===== config.mk =====
export PLATFORM = sky130hd
export DESIGN_NAME = rf_frame_tx
export DESIGN_NICKNAME = d
export VERILOG_FILES = /design/src/rtl/rf_frame_pkg.sv /design/src/rtl/rf_frame_tx_crc8.sv /design/src/rtl/rf_frame_tx.sv
export SDC_FILE = /design/constraint.sdc
export NUM_CORES = 1
export LEC_CHECK = 0
export ABC_AREA = 1
export CORE_AREA = 3 3 97 99
export CTS_CLUSTER_SIZE = 16
export DETAILED_ROUTE_END_ITERATION = 6
export DIE_AREA = 0 0 100 102
export PLACE_DENSITY = 0.74
export SETUP_SLACK_MARGIN = 0.3
export SLEW_MARGIN = 0
export SYNTH_ARGS = -nofsm -noshare
export SYNTH_HDL_FRONTEND = slang
export SYNTH_SLANG_ARGS = --single-unit

===== constraint.sdc =====
create_clock -name clk2x -period 3.3 [get_ports clk2x]
set_input_delay 0.33 -clock clk2x [delete_from_list [all_inputs] [get_ports clk2x]]
set_output_delay 0.33 -clock clk2x [all_outputs]
set_load 0.02 [all_outputs]

===== src/rtl/rf_frame_pkg.sv =====
// Shared definitions for the RF frame transmitter.
//   state_t           : framer state encoding
//   CRC8_POLY/INIT    : CRC-8 polynomial and initial value (no reflection, no final XOR)
//   DEFAULT_SYNC_WORD : sync word sent MSB first after the preamble
//   crc8_step()       : one bit-serial CRC-8 update, MSB-first data
package rf_frame_pkg;

  typedef enum logic [2:0] {
    IDLE     = 3'd0,
    PREAMBLE = 3'd1,
    SYNC     = 3'd2,
    LENGTH   = 3'd3,
    PAYLOAD  = 3'd4,
    CRC      = 3'd5
  } state_t;

  localparam logic [7:0]  CRC8_POLY         = 8'h07;
  localparam logic [7:0]  CRC8_INIT         = 8'h00;
  localparam logic [15:0] DEFAULT_SYNC_WORD = 16'h2DD4;

  // Feedback is the outgoing CRC MSB xor the data bit; the polynomial is
  // folded in whenever that feedback is set.
  function automatic logic [7:0] crc8_step(input logic [7:0] crc_in, input logic bit_in);
    logic fb;
    fb = crc_in[7] ^ bit_in;
    return {crc_in[6:0], 1'b0} ^ (fb ? CRC8_POLY : 8'h00);
  endfunction

endpackage


===== src/rtl/rf_frame_tx_crc8.sv =====
// Bit-serial CRC-8 accumulator.
//   clk2x, rst_n : clock and asynchronous active-low reset
//   clear        : return the CRC to its initial value (dominates bit_en)
//   bit_en       : fold bit_in into the CRC on this edge
//   bit_in       : data bit, MSB-first order
//   crc          : current CRC value
module crc8_serial
  import rf_frame_pkg::*;
(
  input  logic       clk2x,
  input  logic       rst_n,
  input  logic       clear,
  input  logic       bit_en,
  input  logic       bit_in,
  output logic [7:0] crc
);

  logic [7:0] crc_r;

  // CRC register: one update per enabled edge, clear has priority
  always_ff @(posedge clk2x or negedge rst_n) begin
    if (!rst_n) begin
      crc_r <= CRC8_INIT;
    end else if (clear) begin
      crc_r <= CRC8_INIT;
    end else if (bit_en) begin
      crc_r <= crc8_step(crc_r, bit_in);
    end
  end

  assign crc = crc_r;

endmodule


===== src/rtl/rf_frame_tx.sv =====
// Frame serializer feeding the RF line encoders: preamble, sync word,
// length byte, payload, CRC-8, one bit per two clk2x cycles, MSB first.
//   clk2x, rst_n      : encoder clock (2x bit rate), async active-low reset
//   start, len        : frame request and payload length, sampled in IDLE
//   tx_data, tx_valid,
//   tx_ready          : payload byte source handshake
//   din, enable       : serial bit and frame-active to the encoders
//   busy              : frame in progress
//   done, underrun    : one-cycle completion / abort pulses
module rf_frame_tx
  import rf_frame_pkg::*;
#(
  parameter int unsigned PREAMBLE_BITS = 16,
  parameter logic [15:0] SYNC_WORD     = DEFAULT_SYNC_WORD
) (
  input  logic       clk2x,
  input  logic       rst_n,
  input  logic       start,
  input  logic [7:0] len,
  input  logic [7:0] tx_data,
  input  logic       tx_valid,
  output logic       tx_ready,
  output logic       din,
  output logic       enable,
  output logic       busy,
  output logic       done,
  output logic       underrun
);

  localparam logic [7:0] PRE_LAST = 8'(PREAMBLE_BITS - 1);

  state_t      state_r;
  logic        phase_r;
  logic [7:0]  bit_cnt_r;     // bits still to send in the current field after this one
  logic [15:0] sh_r;          // bits of the current field not yet on din
  logic [7:0]  len_r;
  logic [7:0]  fetched_r;
  logic [7:0]  bytes_left_r;  // payload bytes still to load after the current one
  logic [7:0]  hold_r;
  logic        hold_full_r;
  logic        din_r;
  logic        enable_r;
  logic        busy_r;
  logic        done_r;
  logic        underrun_r;

  logic        advance_s;
  logic        accept_s;
  logic        crc_clear_s;
  logic        crc_en_s;
  logic [7:0]  crc_s;
  logic [7:0]  crc_final_s;

  // A bit period ends on the edge where phase goes 1->0.
  assign advance_s   = busy_r & phase_r;
  assign tx_ready    = busy_r & ~hold_full_r & (fetched_r < len_r);
  assign accept_s    = tx_valid & tx_ready;
  assign crc_clear_s = (state_r == IDLE);
  assign crc_en_s    = advance_s & ((state_r == LENGTH) | (state_r == PAYLOAD));
  // The last payload/length bit is folded in on the same edge that enters CRC,
  // so the value sent must include it.
  assign crc_final_s = crc8_step(crc_s, din_r);

  crc8_serial u_crc (
    .clk2x  (clk2x),
    .rst_n  (rst_n),
    .clear  (crc_clear_s),
    .bit_en (crc_en_s),
    .bit_in (din_r),
    .crc    (crc_s)
  );

  // Framer FSM with registered encoder outputs and byte holding register
  always_ff @(posedge clk2x or negedge rst_n) begin
    if (!rst_n) begin
      state_r      <= IDLE;
      phase_r      <= 1'b0;
      bit_cnt_r    <= 8'd0;
      sh_r         <= 16'h0000;
      len_r        <= 8'd0;
      fetched_r    <= 8'd0;
      bytes_left_r <= 8'd0;
      hold_r       <= 8'h00;
      hold_full_r  <= 1'b0;
      din_r        <= 1'b0;
      enable_r     <= 1'b0;
      busy_r       <= 1'b0;
      done_r       <= 1'b0;
      underrun_r   <= 1'b0;
    end else begin
      done_r     <= 1'b0;
      underrun_r <= 1'b0;

      if (accept_s) begin
        hold_r      <= tx_data;
        hold_full_r <= 1'b1;
        fetched_r   <= fetched_r + 8'd1;
      end

      if (busy_r) begin
        phase_r <= ~phase_r;
      end

      case (state_r)
        IDLE: begin
          if (start) begin
            state_r     <= PREAMBLE;
            busy_r      <= 1'b1;
            enable_r    <= 1'b1;
            din_r       <= 1'b1;
            phase_r     <= 1'b0;
            bit_cnt_r   <= PRE_LAST;
            len_r       <= len;
            fetched_r   <= 8'd0;
            hold_full_r <= 1'b0;
          end
        end

        PREAMBLE: begin
          if (advance_s) begin
            if (bit_cnt_r != 8'd0) begin
              bit_cnt_r <= bit_cnt_r - 8'd1;
              din_r     <= ~din_r;
            end else begin
              state_r   <= SYNC;
              bit_cnt_r <= 8'd15;
              din_r     <= SYNC_WORD[15];
              sh_r      <= {SYNC_WORD[14:0], 1'b0};
            end
          end
        end

        SYNC: begin
          if (advance_s) begin
            if (bit_cnt_r != 8'd0) begin
              bit_cnt_r <= bit_cnt_r - 8'd1;
              din_r     <= sh_r[15];
              sh_r      <= {sh_r[14:0], 1'b0};
            end else begin
              state_r   <= LENGTH;
              bit_cnt_r <= 8'd7;
              din_r     <= len_r[7];
              sh_r      <= {len_r[6:0], 9'h000};
            end
          end
        end

        LENGTH, PAYLOAD: begin
          if (advance_s) begin
            if (bit_cnt_r != 8'd0) begin
              bit_cnt_r <= bit_cnt_r - 8'd1;
              din_r     <= sh_r[15];
              sh_r      <= {sh_r[14:0], 1'b0};
            end else if ((state_r == LENGTH) ? (len_r == 8'd0) : (bytes_left_r == 8'd0)) begin
              state_r   <= CRC;
              bit_cnt_r <= 8'd7;
              din_r     <= crc_final_s[7];
              sh_r      <= {crc_final_s[6:0], 9'h000};
            end else if (hold_full_r) begin
              state_r      <= PAYLOAD;
              bit_cnt_r    <= 8'd7;
              din_r        <= hold_r[7];
              sh_r         <= {hold_r[6:0], 9'h000};
              hold_full_r  <= 1'b0;
              bytes_left_r <= (state_r == LENGTH) ? (len_r - 8'd1) : (bytes_left_r - 8'd1);
            end else begin
              // Source failed to deliver in time: abort the frame.
              state_r     <= IDLE;
              busy_r      <= 1'b0;
              enable_r    <= 1'b0;
              din_r       <= 1'b0;
              underrun_r  <= 1'b1;
              fetched_r   <= 8'd0;
              hold_full_r <= 1'b0;
            end
          end
        end

        CRC: begin
          if (advance_s) begin
            if (bit_cnt_r != 8'd0) begin
              bit_cnt_r <= bit_cnt_r - 8'd1;
              din_r     <= sh_r[15];
              sh_r      <= {sh_r[14:0], 1'b0};
            end else begin
              state_r     <= IDLE;
              busy_r      <= 1'b0;
              enable_r    <= 1'b0;
              din_r       <= 1'b0;
              done_r      <= 1'b1;
              fetched_r   <= 8'd0;
              hold_full_r <= 1'b0;
            end
          end
        end

        default: begin
          state_r  <= IDLE;
          busy_r   <= 1'b0;
          enable_r <= 1'b0;
          din_r    <= 1'b0;
          phase_r  <= 1'b0;
        end
      endcase
    end
  end

  assign din      = din_r;
  assign enable   = enable_r;
  assign busy     = busy_r;
  assign done     = done_r;
  assign underrun = underrun_r;

endmodule


==> results of run 1 <==
[cell usage after synthesis]
cell and n:
clkbuf_1 2, o21a_1 1, o21ai_2 2, nand4_1 16, o31ai_1 1, o21ai_0 20
inv_2 13, o21ai_1 23, nor2_2 5, nor2_4 4, buf_4 4, nor3_2 1
dfrtp_1 70, nand3_1 45, and3_1 1, o211ai_1 4, xnor2_1 2, or2_1 1
nand3b_1 1, ha_1 11, xor2_1 13, inv_1 76, nand3b_4 1, o22ai_1 5
buf_6 1, nand3_4 1, nor2_1 54, a21oi_1 27, o2111ai_1 1, nor3_1 2
a21boi_1 1, nand3_2 3, a41oi_1 1, nand2_2 4, nand2_1 162, buf_2 6
[layout make-up]
type | instances | area share, %
well taps | 108 | 2.85
clock buffers | 12 | 3.06
repair buffers | 29 | 5.80
inverters | 89 | 7.03
flip-flops and latches | 70 | 36.9
clock inverters | 3 | 0.448
multi-input cells | 413 | 43.9
[sequential cells by signal, summed over array words and instances (netlist names)]
name / count
len_r: 8
u_crc.crc: 8
hold_full_r: 1
bytes_left_r: 8
hold_r: 8
done: 1
din: 1
state_r: 3
fetched_r: 8
phase_r: 1
bit_cnt_r: 8
underrun: 1
busy: 1
sh_r: 13
[worst max-delay path, cell delays in order (launching register included)]
cell and delay, ns:
dfrtp_1 0.37, inv_1 0.08, ha_1 0.31, a21oi_1 0.13
nor2_1 0.05, nor2_1 0.09, buf_4 0.17, a21boi_2 0.23
clkdlybuf4s50_1 0.64
[layout by cell type, fill, tap and decap left out, types with 3 or more instances in the layout]
master | synthesis | layout
nand2_1 | 162 | 162
nand2_2 | 4 | 4
inv_2 | 13 | 13
clkdlybuf4s50_1 | 0 | 24
clkbuf_8 | 0 | 10
a21oi_1 | 27 | 27
nand3_2 | 3 | 3
nand3_1 | 45 | 45
dfrtp_1 | 70 | 70
o21ai_1 | 23 | 23
inv_1 | 76 | 76
nor2_4 | 4 | 4
ha_1 | 11 | 11
o22ai_1 | 5 | 5
nor2_1 | 54 | 54
buf_4 | 4 | 4
o21ai_0 | 20 | 20
nor2_2 | 5 | 5
xor2_1 | 13 | 13
o211ai_1 | 4 | 4
nand4_1 | 16 | 16
[path summary, 6_finish.rpt]
path                                     startpoint                       end  slack (ns)  cells past startpoint
max                            len_r[5]$_DFFE_PN0P_                  tx_ready        0.57                      8
min                                           rst_n    fetched_r[5]$_DFF_PN0_        0.04                      1
max reg2reg                bit_cnt_r[0]$_DFFE_PN0P_       sh_r[3]$_DFFE_PN0P_        0.98                     11
min reg2reg                bit_cnt_r[1]$_DFFE_PN0P_  bit_cnt_r[1]$_DFFE_PN0P_        0.49                      2
max in group asynchronous                     rst_n  u_crc.crc[1]$_DFFE_PN0P_        2.49                      2
min in group clk2x         bit_cnt_r[1]$_DFFE_PN0P_  bit_cnt_r[1]$_DFFE_PN0P_        0.49                      2
[cells by family after synthesis]
family                   Yosys count
AND/OR/NAND/NOR                  301
AO/OA/AOI/OAI                     86
adder cells (fa/ha/maj)           11
XOR/XNOR                          15
flip-flops                        70
buffers and inverters            102
[power groups by stage]
| stage | registers [mW] | logic [mW] | clock network (mW) |
|---|---|---|---|
| 2_1_floorplan | 1.34 | 1.91 | 0 |
| 3_3_place_gp | 1.37 | 2.34 | 0 |
| 3_5_place_dp | 1.39 | 2.39 | 0 |
| 4_1_cts | 1.37 | 2.40 | 0.636 |
| 5_1_grt | 1.41 | 2.77 | 0.668 |
| 6_report | 1.37 | 2.41 | 0.612 |
[routing by layer]
layer / GRT usage [%] / share of wire (%) / vias up
li1: - / - / 1924
met1: 26.7 / 46 / 1724
met2: 32.0 / 47 / 103
met3: 4.78 / 5.3 / 15
met4: 6.74 / 1.7 / 0
met5: 0 / 0 / -
[per-stage QoR]
| step | cells | cell area (um^2) |
|---|---|---|
| finish | 724 | 4750 |
| global route | 724 | 4750 |
| CTS | 724 | 4750 |
| detailed placement | 709 | 4580 |
| global placement | 709 | 4580 |
| floorplan | 585 | 4250 |
[timing repair]
action,in CTS,in global routing
hold buffers,0,0
endpoints found under the hold margin,0,0
resized for setup,0,1
setup endpoints to repair,0,1
==> flow_summary.json, run 1 <==
{
  "dr.pass1.iters": 4,
  "p_clk_share_pct": 13.9,
  "antenna_found_initial": 0,
  "cp.arrival_ns": 2.40,
  "slew_violations": 0,
  "chipWidth_um": 100,
  "die_y_um": 102,
  "synth_area_mm2": 0.00425,
  "grt_overflow": 0,
  "tightest_slew_ns": 0.746,
  "yosysTopAreaCell": "dfrtp_1",
  "synth_compound_area_share_pct": 11.0,
  "cts_setup_buffers": 0,
  "multi_input_area_mm2": 0.00209,
  "cts_buffer_depth": 2,
  "drtAntennaViolNets": 0,
  "cell_internal_pwr_mw": 2.26,
  "drt_iter0_markers": 219,
  "io_pins": 26,
  "critPathKind": "reg -> out",
  "powerDensity_mw_per_mm2": 926,
  "power_frac_comb_pct": 54.9,
  "regArea_mm2": 0.00175,
  "fin_crit_ns": 2.73,
  "hold_class": "in -> async",
  "p_leak_nw": 2.45,
  "power_mw": 4.40,
  "fin_util_pct": 55.0,
  "whs_ns": 0.0359,
  "synth_fa_ha_area_share_pct": 3.24,
  "grtUsageTotal_pct": 19.9,
  "cts_tree": "done",
  "dpl_worst_slack_ns": 0.839,
  "synth_mux_area_share_pct": 0,
  "ys_warn_count": 0,
  "clk_pin_slew_ns": 0.08,
  "crit_path_max_fanout": 8,
  "dieArea_mm2": 0.0102,
  "cts.sinks": 70,
  "syn_nets": 616,
  "cts-root-buf": "clkbuf_8",
  "syn_area_per_cell_um2": 7.26,
  "synthCells": 585,
  "fin_nets": 643,
  "clock_skew_ns": 0.0157,
  "hold_viol": 0,
  "switching_share_pct": 48.7,
  "worst_setup_path_start_kind": "flop",
  "synth-xor-area-share_pct": 3.09,
  "ys_ff_latch": 70,
  "setup_viol": 0,
  "max_freq_mhz": 366,
  "syn2layout_area_growth_pct": 11.8,
  "hpwl_um": 7230,
  "seqPwrFrac_pct": 31.2,
  "p_sw_mw": 2.14,
  "rows": 34,
  "grt_first_pass_wirelength_um": 16300,
  "num_vias": 3766,
  "ys_seq_area_share_pct": 41.2,
  "peakVddDrop_mv": 0.353,
  "maxSlewHeadroom_pct": 50.2,
  "ys_types": 36,
  "synth_area_leaders": "dfrtp_1 (41%), nand2_1 (14%), inv_1 (6.7%), nand3_1 (5.3%), nor2_1 (4.8%)",
  "end_kind": "output pin",
  "drv_cap": 0,
  "synth_top_family_by_area": "simple AND/OR/NAND/NOR gates",
  "synth_top_area_share_pct": 41.2,
  "vias_per_cell": 5.20,
  "post-route-period-util_pct": 82.7,
  "cts_buffers": 9,
  "rsz0062_at_grt": "false",
  "n_antenna_cell": 0,
  "worstPathRequired_ns": 2.97,
  "synth-simple-area-share_pct": 31.7,
  "cts_max_level": 3,
  "wl_um": 9680,
  "status": "complete, no violations",
  "port_buffers": 25,
  "tns_ns": 0,
  "core_mm2": 0.00864,
  "grt_max_degree": 33,
  "clock_latency_ns": 0.36,
  "setup_slack_ns": 0.570,
  "routabilityCongestion": 0.899,
  "drc": 0,
  "nFillCells": 801,
  "initial_core_util_pct": 49.2,
  "wl_per_cell_um": 13.4,
  "grt_pass1_vias": 3531,
  "drive_gt1_share_pct": 8.60
}
Note: power is estimated with default switching activity, not from simulation.
==> inputs of run 2 (changes only) <==
- clock period: 3.3 -> 2.6 ns (I/O delays scaled with it)
==> run 2 against run 1 <==
  * Sequential cell count unchanged
  * Design area up 3.4%
  * First-iteration DRC count up 47%
  * Largest power group unchanged
==> flow_summary.json, run 2 (same netlist as run 1, synthesis figures left out) <==
{
  "cts_buffer_depth": 2,
  "wl_um": 9870,
  "grt_max_degree": 71,
  "hpwl_um": 7120,
  "hold_viol": 0,
  "grt_pass1_vias": 3587,
  "regMostFlops": "sh_r",
  "vias_per_cell": 5.22,
  "chipWidth_um": 100,
  "cts.sinks": 70,
  "setup_slack_ns": 0.476,
  "placed_cells": 710,
  "peakVddDrop_mv": 0.479,
  "cts_buffers": 9,
  "dpl_worst_slack_ns": 0.441,
  "port_buffers": 25,
  "routabilityCongestion": 0.911,
  "rsz0062_at_grt": "true",
  "antenna_found_initial": 0,
  "grt_overflow": 0,
  "fin_nets": 649,
  "core_mm2": 0.00864,
  "dr.pass1.iters": 5,
  "post-route-period-util_pct": 81.7,
  "drc": 0,
  "n_antenna_cell": 0,
  "fin_cells": 731,
  "p_sw_mw": 2.77,
  "end_kind": "output pin",
  "cts_tree": "done",
  "status": "complete, no violations",
  "rows": 34,
  "initial_core_util_pct": 49.2,
  "startpoint": "len_r[5]$_DFFE_PN0P_",
  "drive_gt1_share_pct": 9.79,
  "grt_first_pass_wirelength_um": 16400,
  "cell_internal_pwr_mw": 3.28,
  "drtAntennaViolNets": 0,
  "worst_setup_path_start_kind": "flop",
  "io_pins": 26,
  "dieArea_mm2": 0.0102,
  "clock_skew_ns": 0.0125,
  "crit_path_max_fanout": 3,
  "fin_crit_ns": 2.12,
  "drt_iter0_markers": 322,
  "busiest_layer": "met2",
  "syn2layout_area_growth_pct": 15.6,
  "p_leak_nw": 2.54,
  "worstPathRequired_ns": 2.34,
  "wl_per_cell_um": 13.5,
  "power_frac_comb_pct": 51.6,
  "layout_common_cells": "nand2_1 (162), inv_1 (76), dfrtp_1 (70)",
  "max_freq_mhz": 471,
  "tightest_slew_ns": 0.564,
  "die_y_um": 102,
  "largest_reg_flops": 13,
  "p_clk_share_pct": 19.5,
  "seqPwrFrac_pct": 28.8,
  "num_vias": 3819,
  "cp.arrival_ns": 1.86,
  "setup_viol": 0,
  "drv_cap": 0,
  "clock_latency_ns": 0.35,
  "maxSlewHeadroom_pct": 62.3,
  "critPathKind": "reg -> out",
  "hold_class": "in -> async",
  "switching_share_pct": 45.8,
  "r2r_start": "bit_cnt_r[0]$_DFFE_PN0P_",
  "multi_input_area_mm2": 0.00209,
  "regArea_mm2": 0.00175,
  "cts-root-buf": "clkbuf_8",
  "cts_max_level": 3,
  "clk_pin_slew_ns": 0.08,
  "mostFrequentLayoutCell": "nand2_1",
  "met3_usage_pct": 3.89,
  "grtUsageMet2_pct": 33.8,
  "whs_ns": 0.445,
  "met1_usage_pct": 26.6,
  "nFillCells": 796,
  "grtUsageTotal_pct": 20.0,
  "tns_ns": 0,
  "slew_violations": 0,
  "powerDensity_mw_per_mm2": 1230
}
## run 2: changes by cell type in the layout (fill, tap and decap cells not counted)
cell	change
clkbuf_1	-2
bufinv_16	+4
nand3_2	-1
a21boi_2	-1
a21boi_1	+1
dlygate4sd3_1	+1
nand3_4	+1
buf_12	+1
clkbuf_2	+1
buf_4	+4
clkinv_4	-1
clkdlybuf4s50_1	-1
## run 2: final cells by class
cell class / count / area share (%)
clock buffer: 10 / 2.80
clock inverter: 6 / 2.70
inverter: 89 / 6.80
multi-input combinational: 413 / 42.6
sequential: 70 / 35.7
tap: 108 / 2.75
timing repair buffer: 35 / 6.72
## run 2: power groups by stage
stage | logic (mW) | registers, mW | clock network, mW
after floorplan | 2.42 | 1.70 | 0
after global placement | 2.98 | 1.74 | 0
after detailed placement | 3.06 | 1.76 | 0
after CTS | 3.09 | 1.74 | 1.20
after global routing | 3.56 | 1.79 | 1.26
final | 3.12 | 1.75 | 1.18
## run 2: routing by layer
layer / share of wire (%) / vias up
met5: 0 / -
met4: 0.96 / 0
met3: 3.6 / 8
met2: 48 / 80
met1: 47 / 1795
li1: - / 1936
## run 2: path summary, 6_finish.rpt
| kind | end | slack, ns | cells after the start |
|---|---|---|---|
| worst min register to register | bit_cnt_r[1]$_DFFE_PN0P_ | 0.49 | 2 |
| worst max register to register | sh_r[12]$_DFFE_PN0P_ | 0.53 | 11 |
| max in group asynchronous | sh_r[7]$_DFFE_PN0P_ | 1.82 | 3 |
| min in group clk2x | hold_r[4]$_DFFE_PN0N_ | 0.46 | 3 |
| worst max-delay path | tx_ready | 0.48 | 7 |
| worst min-delay path | bytes_left_r[3]$_DFFE_PN0P_ | 0.44 | 3 |
## run 2: what timing repair did
action | CTS | global route
hold buffers | 1 | 0
endpoints found under the hold margin | 70 | 0
pin swaps | 0 | 1
buffers inserted | 0 | 4
endpoints found under the setup margin | 1 | 11
resized for setup | 1 | 3
## run 2: metrics by stage
step                utilization (%)  total power [mW]  cell area (um^2)
floorplan                         -              4.13              4250
global placement               53.3              4.72              4600
detailed placement             53.3              4.82              4600
CTS                            56.5              6.03              4880
global route                   56.9              6.61              4910
finish                         56.9              6.05              4910
## run 2: worst max-delay path, stage by stage (launching register included)
cell,delay (ns)
dfrtp_1,0.38
inv_1,0.08
ha_1,0.31
a21oi_1,0.13
nor2_1,0.05
nor2_1,0.15
a21boi_1,0.22
clkbuf_2,0.20
==> inputs of run 3 (changes only) <==
- PLACE_DENSITY: 0.74 -> 0.77
- clock period: 2.6 -> 1.7 ns (I/O delays scaled with it)
==> run 3 against run 2 <==
  * Design area rose by 41%
  * The flow now finishes with violations (negative setup slack)
  * Via count rose by 32%
  * Final cell count rose by 17%
  * Critical endpoint is now fetched_r[3]$_DFF_PN0_
  * Sequential power rose by 56%
  * Clock skew rose by 0.0088 ns
  * Sequential cell count did not move
  * Worst setup slack got worse by 0.75 ns
  * Global-route usage rose by 7.6 points
  * Clock-buffer cell count rose by 2
  * Die area did not move
==> flow_summary.json, run 3 (same netlist as run 1, synthesis figures left out) <==
{
  "status": "finished, violations left",
  "failed_checks": "negative setup slack",
  "worst_setup_path_start_kind": "flop",
  "post-route-period-util_pct": 116,
  "placed_cells": 786,
  "mostFrequentLayoutCell": "nand2_1",
  "nFillCells": 445,
  "regArea_mm2": 0.00176,
  "drive_gt1_share_pct": 47.2,
  "slew_violations": 0,
  "vias_per_cell": 5.93,
  "crit_slowest_cell": "dfrtp_1",
  "clock_skew_ns": 0.0213,
  "tightest_slew_ns": 0.463,
  "rows": 34,
  "peakVddDrop_mv": 1.06,
  "drc": 0,
  "p_leak_nw": 3.32,
  "worstPathRequired_ns": 1.96,
  "slowest_delay_ns": 0.39,
  "max_freq_mhz": 506,
  "clock_latency_ns": 0.37,
  "end_kind": "flop",
  "cts.sinks": 70,
  "critPathKind": "reg -> reg",
  "worst-path-buf-inv": 5,
  "drtAntennaViolNets": 0,
  "antenna_found_initial": 0,
  "core_mm2": 0.00864,
  "maxSlewHeadroom_pct": 69.0,
  "grt_pass1_vias": 4702,
  "setup_slack_ns": -0.276,
  "syn2layout_area_growth_pct": 62.9,
  "io_pins": 26,
  "grtUsageTotal_pct": 27.6,
  "wl_um": 16800,
  "routabilityCongestion": 0.901,
  "n_antenna_cell": 0,
  "fin_crit_ns": 1.98,
  "hpwl_um": 8260,
  "cts-root-buf": "clkbuf_8",
  "power_mw": 13.7,
  "regMostFlops": "sh_r",
  "drt_iter0_markers": 466,
  "fin_area_mm2": 0.00692,
  "tns_ns": -9.53,
  "grt_max_degree": 71,
  "port_buffers": 25,
  "rsz0062_at_grt": "true",
  "hold_class": "in -> async",
  "clk_pin_slew_ns": 0.10,
  "multi_input_area_mm2": 0.00297,
  "largest_reg_flops": 13,
  "wl_per_cell_um": 19.7,
  "chipWidth_um": 100,
  "layout_common_cells": "nand2_1 (107), buf_4 (83), inv_1 (66), dfrtp_1 (66), nand2_2 (46)",
  "fin_cells": 853,
  "dr.pass1.iters": 6,
  "num_vias": 5056,
  "hold_viol": 0,
  "powerDensity_mw_per_mm2": 1970,
  "cp_top_family": "buffers and inverters",
  "placedInstanceArea_mm2": 0.00538,
  "dieArea_mm2": 0.0102,
  "cts_buffer_depth": 2,
  "whs_ns": 0.319,
  "initial_core_util_pct": 49.2,
  "path_cells": "inv_2 -> ha_4 -> nand3_4 -> nor2_4 -> buf_12 -> buf_12 -> nand2_8 -> buf_6 -> a21oi_4 -> nand3_4 -> inv_6 -> nor2_2",
  "drv_cap": 0,
  "cp.arrival_ns": 2.23,
  "crit_path_max_fanout": 7,
  "grt_first_pass_wirelength_um": 22200,
  "cts_buffers": 9,
  "die_y_um": 102,
  "cts_tree": "done",
  "grt_overflow": 0,
  "setup_viol": 57,
  "fin_nets": 771,
  "cts_max_level": 3
}
-- run 3: changes by cell type in the layout (fill, tap and decap cells not counted), sizes merged --
cell / before / now
inv: 89 / 90
bufinv: 4 / 0
clkbuf: 11 / 16
clkdlybuf4s50: 23 / 18
clkinv: 1 / 3
nand3: 49 / 52
buf: 10 / 126
clkinvlp: 1 / 2
dlygate4sd2: 0 / 3
-- run 3: final timing paths --
kind | start | slack [ns] | depth (start not counted) | to
setup / recovery | bit_cnt_r[0]$_DFFE_PN0P_ | -0.28 | 12 | fetched_r[3]$_DFF_PN0_
hold / removal | rst_n | 0.32 | 3 | hold_r[6]$_DFFE_PN0N_
setup reg to reg | bit_cnt_r[0]$_DFFE_PN0P_ | -0.28 | 12 | fetched_r[3]$_DFF_PN0_
hold reg to reg | bytes_left_r[1]$_DFFE_PN0P_ | 0.50 | 2 | bytes_left_r[1]$_DFFE_PN0P_
max in group asynchronous | rst_n | 1.01 | 3 | busy$_DFFE_PN0P_
min in group clk2x | tx_data[6] | 0.34 | 3 | hold_r[6]$_DFFE_PN0N_
-- run 3: repair_timing --
item                                   4_1_cts  5_1_grt
pin swaps                                   54       37
setup buffers                               25       16
setup endpoints to repair                   76       73
gates resized for setup                    157      110
endpoints found under the hold margin       70        0
cloned                                       7        2
hold buffers                                 1        0
-- run 3: per-layer routing --
metal / GRT usage [%] / share of wire (%)
met1: 33.3 / 37
met2: 48.7 / 50
met3: 4.78 / 6.8
met4: 11.8 / 5.7
met5: 0 / 0
-- run 3: cell type report --
type	instances	area share, %
Sequential cell	70	25.4
Timing Repair inverter	2	0.235
Timing Repair Buffer	152	21.6
Inverter	89	5.48
Multi-Input combinational cell	416	42.9
Clock inverter	4	0.325
Tap cell	108	1.95
Clock buffer	12	2.10
-- run 3: through the flow --
stage | utilization (%) | worst slack, ns
6_report | 80.1 | -0.276
5_1_grt | 80.1 | -0.332
4_1_cts | 73.5 | -0.201
3_5_place_dp | 62.3 | -0.325
3_3_place_gp | 62.3 | -0.284
2_1_floorplan | - | 0.0457
-- run 3: where the power goes --
group,leakage (nW),switching [mW],internal (mW)
logic,2.36,5.60,4.09
clock network,0.0861,0.687,0.564
registers,0.875,0.483,2.25
total,3.32,6.77,6.90
-- run 3: worst register-to-register path: stages (launching register included) --
cell	delay [ns]
dfrtp_1	0.39
inv_2	0.08
ha_4	0.15
nand3_4	0.08
nor2_4	0.11
buf_12	0.15
buf_12	0.12
nand2_8	0.06
buf_6	0.13
a21oi_4	0.24
nand3_4	0.17
inv_6	0.14
nor2_2	0.06
